==> config.mk <==
export PLATFORM = sky130hd
export DESIGN_NAME = command_address
export DESIGN_NICKNAME = d
export VERILOG_FILES = /design/src/rtl/ddr5_ca_pkg.sv /design/src/rtl/ca_mr_decoder.sv /design/src/rtl/command_address.sv
export SDC_FILE = /design/constraint.sdc
export NUM_CORES = 1
export LEC_CHECK = 0
export CORE_AREA = 2 2 70 72
export DETAILED_ROUTE_END_ITERATION = 8
export DIE_AREA = 0 0 72 74
export PLACE_DENSITY = 0.64
export SLEW_MARGIN = 25
export SYNTH_ARGS = -nofsm -noshare
export SYNTH_HDL_FRONTEND = slang
export SYNTH_SLANG_ARGS = --single-unit
==> constraint.sdc <==
create_clock -name i_clock -period 2.9 [get_ports i_clock]
set_input_delay 0.87 -clock i_clock [delete_from_list [all_inputs] [get_ports i_clock]]
set_output_delay 0.87 -clock i_clock [all_outputs]
set_load 0.01 [all_outputs]
==> src/rtl/ddr5_ca_pkg.sv <==
// Shared definitions for the DDR5 write-path command/address block:
// command opcodes, mode-register addresses, burst-mode codes and decoder states.
package ddr5_ca_pkg;

    localparam int unsigned CA_W = 14;

    localparam logic [4:0] CMD_MRW = 5'b00101;
    localparam logic [4:0] CMD_WR  = 5'b01101;

    localparam logic [7:0] MRA_BURST = 8'd0;
    localparam logic [7:0] MRA_WPRE  = 8'd8;
    localparam logic [7:0] MRA_CRC   = 8'd50;

    typedef enum logic [1:0] {
        BM_BL16     = 2'b00,
        BM_BC8_OTF  = 2'b01,
        BM_BL32     = 2'b10,
        BM_BL32_OTF = 2'b11
    } burst_mode_e;

    typedef enum logic [1:0] {
        IDLE,
        MRW2,
        SKIP2
    } dec_state_e;

endpackage

==> src/rtl/ca_mr_decoder.sv <==
// Snoops the registered CS_n/CA stream and keeps shadow copies of the
// write-path mode-register fields (burst length, preamble/postamble, CRC).
module ca_mr_decoder
    import ddr5_ca_pkg::*;
#(
    parameter int NUM_RANK = 1
) (
    input  logic                i_clock,
    input  logic                i_reset,
    input  logic                i_enable,
    input  logic [NUM_RANK-1:0] cs_n_i,
    input  logic [12:0]         ca_i,
    output logic [5:0]          burst_length_o,
    output logic [7:0]          pre_pattern_o,
    output logic [2:0]          pre_cycle_o,
    output logic [1:0]          post_cycle_o,
    output logic                crc_en_o
);

    dec_state_e  state_q, state_d;
    burst_mode_e mode_q, mode_d;
    logic [7:0]  mra_q, mra_d;
    logic [5:0]  bl_q, bl_d;
    logic [7:0]  pre_pat_q, pre_pat_d;
    logic [2:0]  pre_cyc_q, pre_cyc_d;
    logic [1:0]  post_cyc_q, post_cyc_d;
    logic        crc_q, crc_d;
    logic        cmd_start;

    assign cmd_start = ~(&cs_n_i);

    always_ff @(posedge i_clock or negedge i_reset) begin
        if (!i_reset) begin
            state_q    <= IDLE;
            mode_q     <= BM_BL16;
            mra_q      <= '0;
            bl_q       <= 6'd16;
            pre_pat_q  <= 8'b00000010;
            pre_cyc_q  <= 3'd2;
            post_cyc_q <= 2'd1;
            crc_q      <= 1'b0;
        end else begin
            state_q    <= state_d;
            mode_q     <= mode_d;
            mra_q      <= mra_d;
            bl_q       <= bl_d;
            pre_pat_q  <= pre_pat_d;
            pre_cyc_q  <= pre_cyc_d;
            post_cyc_q <= post_cyc_d;
            crc_q      <= crc_d;
        end
    end

    always_comb begin
        state_d    = state_q;
        mode_d     = mode_q;
        mra_d      = mra_q;
        bl_d       = bl_q;
        pre_pat_d  = pre_pat_q;
        pre_cyc_d  = pre_cyc_q;
        post_cyc_d = post_cyc_q;
        crc_d      = crc_q;

        if (!i_enable) begin
            state_d = IDLE;
        end else begin
            unique case (state_q)
                IDLE: begin
                    if (cmd_start) begin
                        if (ca_i[4:0] == CMD_MRW) begin
                            mra_d   = ca_i[12:5];
                            state_d = MRW2;
                        end else if (ca_i[4:0] == CMD_WR) begin
                            // BL* on the WR first cycle only matters in the on-the-fly modes
                            case (mode_q)
                                BM_BC8_OTF:  bl_d = ca_i[5] ? 6'd16 : 6'd8;
                                BM_BL32_OTF: bl_d = ca_i[5] ? 6'd32 : 6'd16;
                                default:     bl_d = bl_q;
                            endcase
                            state_d = SKIP2;
                        end else if (!ca_i[1]) begin
                            state_d = SKIP2;
                        end
                    end
                end
                MRW2: begin
                    state_d = IDLE;
                    case (mra_q)
                        MRA_BURST: begin
                            mode_d = burst_mode_e'(ca_i[1:0]);
                            bl_d   = ca_i[1] ? 6'd32 : 6'd16;
                        end
                        MRA_WPRE: begin
                            case (ca_i[4:3])
                                2'b01: begin pre_pat_d = 8'b00000010; pre_cyc_d = 3'd2; end
                                2'b10: begin pre_pat_d = 8'b00000100; pre_cyc_d = 3'd3; end
                                2'b11: begin pre_pat_d = 8'b00001010; pre_cyc_d = 3'd4; end
                                default: ;
                            endcase
                            post_cyc_d = ca_i[7] ? 2'd2 : 2'd1;
                        end
                        MRA_CRC: crc_d = ca_i[1];
                        default: ;
                    endcase
                end
                SKIP2:   state_d = IDLE;
                default: state_d = IDLE;
            endcase
        end
    end

    assign burst_length_o = bl_q;
    assign pre_pattern_o  = pre_pat_q;
    assign pre_cycle_o    = pre_cyc_q;
    assign post_cycle_o   = post_cyc_q;
    assign crc_en_o       = crc_q;

endmodule

==> src/rtl/command_address.sv <==
// DDR5 PHY write-path command/address block: registers DFI CA/CS_n onto the
// DRAM pins and feeds the registered bus to the mode-register shadow decoder.
module command_address
    import ddr5_ca_pkg::*;
#(
    parameter int NUM_RANK = 1
) (
    input  logic                i_clock,
    input  logic                i_reset,
    input  logic                i_enable,
    input  logic [CA_W-1:0]     dfi_address,
    input  logic [NUM_RANK-1:0] dfi_cs_n,
    output logic [NUM_RANK-1:0] CS_n,
    output logic [CA_W-1:0]     CA,
    output logic [5:0]          burst_length,
    output logic [7:0]          pre_pattern,
    output logic [2:0]          pre_cycle,
    output logic [1:0]          post_cycle,
    output logic                DRAM_CRC_en
);

    logic [NUM_RANK-1:0] cs_n_q;
    logic [CA_W-1:0]     ca_q;

    always_ff @(posedge i_clock or negedge i_reset) begin
        if (!i_reset) begin
            cs_n_q <= '1;
            ca_q   <= '0;
        end else if (i_enable) begin
            cs_n_q <= dfi_cs_n;
            ca_q   <= dfi_address;
        end else begin
            cs_n_q <= '1;
            ca_q   <= '0;
        end
    end

    assign CS_n = cs_n_q;
    assign CA   = ca_q;

    ca_mr_decoder #(
        .NUM_RANK(NUM_RANK)
    ) u_dec (
        .i_clock        (i_clock),
        .i_reset        (i_reset),
        .i_enable       (i_enable),
        .cs_n_i         (cs_n_q),
        .ca_i           (ca_q[12:0]),
        .burst_length_o (burst_length),
        .pre_pattern_o  (pre_pattern),
        .pre_cycle_o    (pre_cycle),
        .post_cycle_o   (post_cycle),
        .crc_en_o       (DRAM_CRC_en)
    );

endmodule

# ---- Word-level counts from Yosys, hierarchy flattened
# Index checks and enable logic that the tools add are counted.
dict set report word_totals {
  ff_bits 47
  input_bits 18
  out_inout_bits 35
  wordCells 59
}
dict set report classes {
  n_eq_ne 17
  mux 20
  bitwise 1
  n_reduce_logical 11
}
# op count
set op_table {}
lappend op_table {{6-bit 2-to-1 mux} 6}
lappend op_table {{6-bit case mux with 2 select lines} 2}
lappend op_table {{8-bit case mux with 3 select lines} 1}
lappend op_table {{14-bit 2-to-1 mux} 1}
lappend op_table {{2-bit 2-to-1 mux} 7}
lappend op_table {{3-bit case mux with 3 select lines} 1}
lappend op_table {{3-bit AND reduction} 3}
lappend op_table {{8-bit by 4-bit == test with 1-bit output, second input constant} 1}
lappend op_table {{8-bit by 6-bit == test with 1-bit output, second input constant} 1}
lappend op_table {{8-bit zero test} 1}
lappend op_table {{4-bit AND reduction} 2}
lappend op_table {{7-bit AND reduction} 1}
lappend op_table {{2-bit by 1-bit == test with 1-bit output, second input constant} 3}
lappend op_table {{2-bit == test, second input constant} 3}
lappend op_table {{2-bit inequality test, second input constant} 3}
lappend op_table {{3-bit inequality test, second input constant} 2}
lappend op_table {{5-bit by 3-bit == test with 1-bit output, second input constant} 1}
lappend op_table {{5-bit by 4-bit == test with 1-bit output, second input constant} 1}
lappend op_table {{5-bit 2-to-1 mux} 1}
lappend op_table {{5-bit by 3-bit inequality test with 1-bit output, second input constant} 1}
lappend op_table {{3-bit nonzero test} 1}
lappend op_table {{2-bit zero test} 1}
lappend op_table {{2-bit by 1-bit inequality test with 1-bit output, second input constant} 1}
lappend op_table {{2-bit AND reduction} 1}
lappend op_table {{other kinds (3)} 3}

# ---- Logic depth before layout (Yosys ltp)
# Gate-level depths: netlist of run 1.
dict set report depth {
  ltp_word 6
  depth_mapped 5
  depth_no_buf 5
}

# ---- By module
# Synthesis of run 1 repeated with hierarchy kept, for this count alone.
dict set report unflattened {
  cells_unflattened 127
  area_unflattened_um2 1572.8
}
# module instances cells_per_inst area_per_inst_um2 seq_area_each_um2
set by_module_without_submodules {}
lappend by_module_without_submodules {ca_mr_decoder 1 96 1078.5 555.5}
lappend by_module_without_submodules {command_address 1 31 494.2 376.6}

# ---- Worst setup path before layout of run 1
# Ideal clock, no wire load.
dict set report synth_path {
  kind {in2reg}
  start {in i_enable}
  end {reg u_dec.mra_q[0]}
  setup_time_ns 0.125
  arrival_time_ns 2.363
  required_ns 2.775
  path_slack_ns 0.412
  cell_stages 4
  n_path_buf 0
  cell_sequence {or4b_1 or2_4 nor4_4 mux2_2}
}
dict set report synth_between {
  elab_chain_cells 1
}
# element line_no
set synth_rtl {}
lappend synth_rtl {{from (decl)} command_address.sv:10} ;# input logic i_enable,
lappend synth_rtl {{4-bit AND reduction (no line)} n/a}
lappend synth_rtl {{to (signal assigned)} ca_mr_decoder.sv:45} ;# mra_q <= mra_d;
lappend synth_rtl {{to (decl)} ca_mr_decoder.sv:22} ;# logic [7:0] mra_q, mra_d;
# No other way between the ends.
# A chain may end at the register's enable or synchronous reset.

# ---- Worst setup path after layout of run 1
dict set report layout_path {
  start {in i_enable}
  end {reg u_dec.mra_q[2]}
}
# Same word-level chain as after synthesis.

==> key figures, run 1 <==
Outcome
  – Status: finished clean

Yosys
  – Post-synthesis register bit count: 37
  – Synthesized cell area: 1550 um2
  – Number of distinct standard cells referenced by the synthesized netlist: 31
  – Syn_area_per_cell: 12.6 um2
  – Largest area contributor in the netlist: sky130_fd_sc_hd__dfrtp_1
  – Part of the Yosys area used for sequential elements: 60.2%
  – Leading cell types by total area after synthesis: sky130_fd_sc_hd__dfrtp_1, sky130_fd_sc_hd__mux2_2, sky130_fd_sc_hd__dfstp_2
  – Synthesized instance count: 123
  – Share of the synthesized area in the top cell type: 51.7%
  – Yosys Warn Count: 0

Layout
  – Fraction of final layout cells sized beyond drive strength 1: 20.8%
  – Area overhead of the layout relative to synthesis: 35.3%
  – Antenna Cells: 0
  – Sequential standard cell area: 932 um2
  – Area taken by multi-input logic gates: 552 um2
  – Number of fillers in the final layout: 430
  – Core utilization of the finished layout: 45.6%
  – Total number of nets in the final design: 192

Clock tree
  – Total number of clock tree sinks: 37
  – Number of cells upsized or downsized after cts: 0
  – Number of CTS-inserted buffers: 5
  – CTS tree: built
  – CTS Root Cell: sky130_fd_sc_hd__clkbuf_8
  – Reg clk slew, reported paths: 0.07 ns
  – Post-CTS repair timing setup buffer count: 0
  – Depth of the CTS H-tree: 2
  – Count of hold-fix buffers inserted at cts: 0
  – Clock latency at the later pin of the worst-skew pair: 0.29 ns
  – Clock Tree Buf Depth: 2

Power
  – Static Leak: 0.961 nW
  – Peak supply drop: 0.296 mV
  – Power per standard cell area: 473 nW/um2

Floorplanning
  – Core area: 4600 um2
  – Die span in y: 74 um
  – X dimension of the die: 72 um
  – Effective utilization at floorplan: 33.7%
  – I/O pin count: 53
  – Area of the die: 5330 um2
  – Std cell rows: 25

STA
  – RSZ-0062 raised after global routing: no
  – Number of max-slew violations in the final report: 0
  – Highest attainable clock frequency: 375 MHz
  – Accumulated negative setup slack: 0 ns
  – Post-layout min period: 2.67 ns
  – Final setup skew: 0.00550 ns
  – Post-route clock period utilization: 92.0%
  – Transition time of the tightest slew-check pin: 0.798 ns
  – Count of final setup violators: 0
  – Final count of hold timing violations: 0
  – Slew HR: 46.8%
  – Post-layout worst setup margin: 0.233 ns

Place
  – Post-placement worst setup slack: -0.0657 ns
  – Hpwl dp: 2330 um
  – Routability Congestion: 0.757
  – Number of buffers added on ports: 44

Hold path
  – Number of cells traversed by the worst hold path: 2
  – Hold WC Path Type: reg -> reg
  – Launch point of the worst hold path: u_dec.post_cycle_o[1]

Setup path
  – Critical path startpoint: i_enable
  – Library cell contributing the largest single delay on the critical path: sky130_fd_sc_hd__clkdlybuf4s50_1
  – Startpoint types: input pin
  – RR Startpoint: u_dec.state_q[1]
  – List of cells traversed by the critical path: clkdlybuf4s50_1 -> or4b_1 -> or2_4 -> nor4_4 -> buf_4 -> mux2_2
  – Data required, critical path: 3.07 ns
  – Worst reg2reg path depth: 5
  – Arrival time reported for the critical path endpoint: 2.84 ns
  – Peak fanout along the critical path: 9
  – Crit Path Category: in -> reg
  – CP max stage delay: 0.48 ns
  – Kind of capture point of the worst setup path: register

Route
  – Via count: 1043
  – Count of TritonRoute iterations in the first routing pass: 3
  – Average vias per placed instance: 4.59
  – Post-route DRC: 0
  – Total detailed-routing wirelength: 3070 um
  – Post-detailed-route wirelength per cell: 13.5 um
  – Iteration-0 DRC count of the detailed router: 25
  – Number of nets still failing antenna checks after routing: 0

Run
  – Max Cap Viol: 0

GRT
  – Number of antenna violations at the first check in global routing: 0
  – Largest net degree at the start of global routing: 38
  – Vias in the first global route: 1033
  – Congestion Overflow GR: 0
  – Global-route wire length before repair: 4770 um
  – Total track usage: 12.3%
cells in the mapped netlist:
cell type,count
sky130_fd_sc_hd__nand4_1,1
sky130_fd_sc_hd__mux2_2,14
sky130_fd_sc_hd__nor4_4,1
sky130_fd_sc_hd__and4_1,1
sky130_fd_sc_hd__a21o_1,1
sky130_fd_sc_hd__dfstp_2,5
sky130_fd_sc_hd__inv_1,3
sky130_fd_sc_hd__a31oi_1,1
sky130_fd_sc_hd__a21oi_1,1
sky130_fd_sc_hd__nand2_1,10
sky130_fd_sc_hd__and2_2,4
sky130_fd_sc_hd__nand3_1,3
sky130_fd_sc_hd__or2_4,1
sky130_fd_sc_hd__nand2b_1,1
sky130_fd_sc_hd__or4b_1,1
sky130_fd_sc_hd__nand3b_1,1
sky130_fd_sc_hd__dfrtp_1,32
sky130_fd_sc_hd__or2b_1,1
sky130_fd_sc_hd__clkbuf_1,1
sky130_fd_sc_hd__nor3_1,2
sky130_fd_sc_hd__conb_1,1
sky130_fd_sc_hd__nor2_1,4
sky130_fd_sc_hd__a31o_2,1
sky130_fd_sc_hd__ha_1,2
sky130_fd_sc_hd__o21a_1,1
sky130_fd_sc_hd__buf_4,10
sky130_fd_sc_hd__nor4_1,2
sky130_fd_sc_hd__o21ai_0,4
sky130_fd_sc_hd__and3_1,1
sky130_fd_sc_hd__and2_1,11
sky130_fd_sc_hd__and4bb_2,1
path summary, 6_finish.rpt:
kind | slack, ns | to
max in group asynchronous | 1.73 | CA[1]
max reg2reg | 0.83 | u_dec.mra_q[2]
min | 0.48 | u_dec.post_cycle_o[1]
max | 0.23 | u_dec.mra_q[2]
min reg2reg | 0.48 | u_dec.post_cycle_o[1]
min in group asynchronous | 0.67 | u_dec.pre_cycle_o[0]
cells in the final DEF (no fill, tap or decap), types with 2 or more instances in the layout:
cell type                          n
sky130_fd_sc_hd__buf_4             2
sky130_fd_sc_hd__clkdlybuf4s50_1  43
sky130_fd_sc_hd__inv_1             3
sky130_fd_sc_hd__nor4_1            2
sky130_fd_sc_hd__mux2_2           14
sky130_fd_sc_hd__ha_1              2
sky130_fd_sc_hd__dfrtp_1          32
sky130_fd_sc_hd__and2_2            4
sky130_fd_sc_hd__nor3_1            2
sky130_fd_sc_hd__nand2_1          10
sky130_fd_sc_hd__clkbuf_8          5
sky130_fd_sc_hd__dfstp_2           5
sky130_fd_sc_hd__and2_1           11
sky130_fd_sc_hd__nand3_1           3
sky130_fd_sc_hd__o21ai_0           4
sky130_fd_sc_hd__conb_1            8
sky130_fd_sc_hd__nor2_1            4
sky130_fd_sc_hd__clkbuf_1          2
kinds of logic after synthesis:
| logic type | after synthesis | synth area share [%] |
|---|---|---|
| AO/OA/AOI/OAI | 9 | 3.56 |
| adder cells (fa/ha/maj) | 2 | 1.62 |
| buffers and inverters | 14 | 5.82 |
| flip-flops | 37 | 60.2 |
| multiplexers | 14 | 10.2 |
| other | 1 | 0.242 |
| AND/OR/NAND/NOR | 46 | 18.4 |
worst max-delay path, delay by kind of cell:
| family | cells | cell delay [ns] |
|---|---|---|
| multiplexers | 1 | 0.34 |
| buffers and inverters | 2 | 0.69 |
| AND/OR/NAND/NOR | 3 | 0.93 |
stage by stage:
stage          total power (W)  area (um2)  hold slack (ns)  cells
5_1_grt                0.00104        2090            0.516    227
6_report              0.000991        2090            0.476    227
3_3_place_gp          0.000660        2010            0.455    219
3_5_place_dp          0.000663        2010            0.464    219
2_1_floorplan         0.000602        1570            0.473    130
4_1_cts                0.00101        2090            0.480    227
final cells by class:
class / instances / share of cell area (%)
Sequential cell: 37 / 44.5
Multi-Input combinational cell: 79 / 26.3
Tap cell: 54 / 3.23
Clock inverter: 1 / 0.239
Clock buffer: 7 / 3.64
Inverter: 3 / 0.538
Timing Repair Buffer: 46 / 21.5
sequential cells by signal, indices dropped and copies added (netlist names), 2 cells and up:
name / cells
u_dec.post_cycle_o: 2
u_dec.pre_pattern_o: 2
u_dec.state_q: 2
u_dec.mode_q: 2
u_dec.pre_cycle_o: 2
CA: 14
u_dec.burst_length_o: 3
u_dec.mra_q: 8
power by group:
part	switching [W]	leakage, nW	internal (W)
registers	0.0000174	0.480	0.000536
logic	0.0000412	0.439	0.0000564
clock network	0.000172	0.0422	0.000168
metal layers:
metal / up-vias / share of wire [%] / track usage [%]
met5: - / 0 / 0
met4: 0 / 2.1 / 6.29
met3: 7 / 6.9 / 5.15
met2: 32 / 48 / 19.4
met1: 505 / 42 / 14.4
li1: 499 / - / -
(Power assumes the default switching activity.)
==> inputs of run 2 (changes only) <==
CAP_MARGIN = 10   (was unset)
==> results of run 2 <==
Final layout, timing and power as in run 1 (identical DEF).
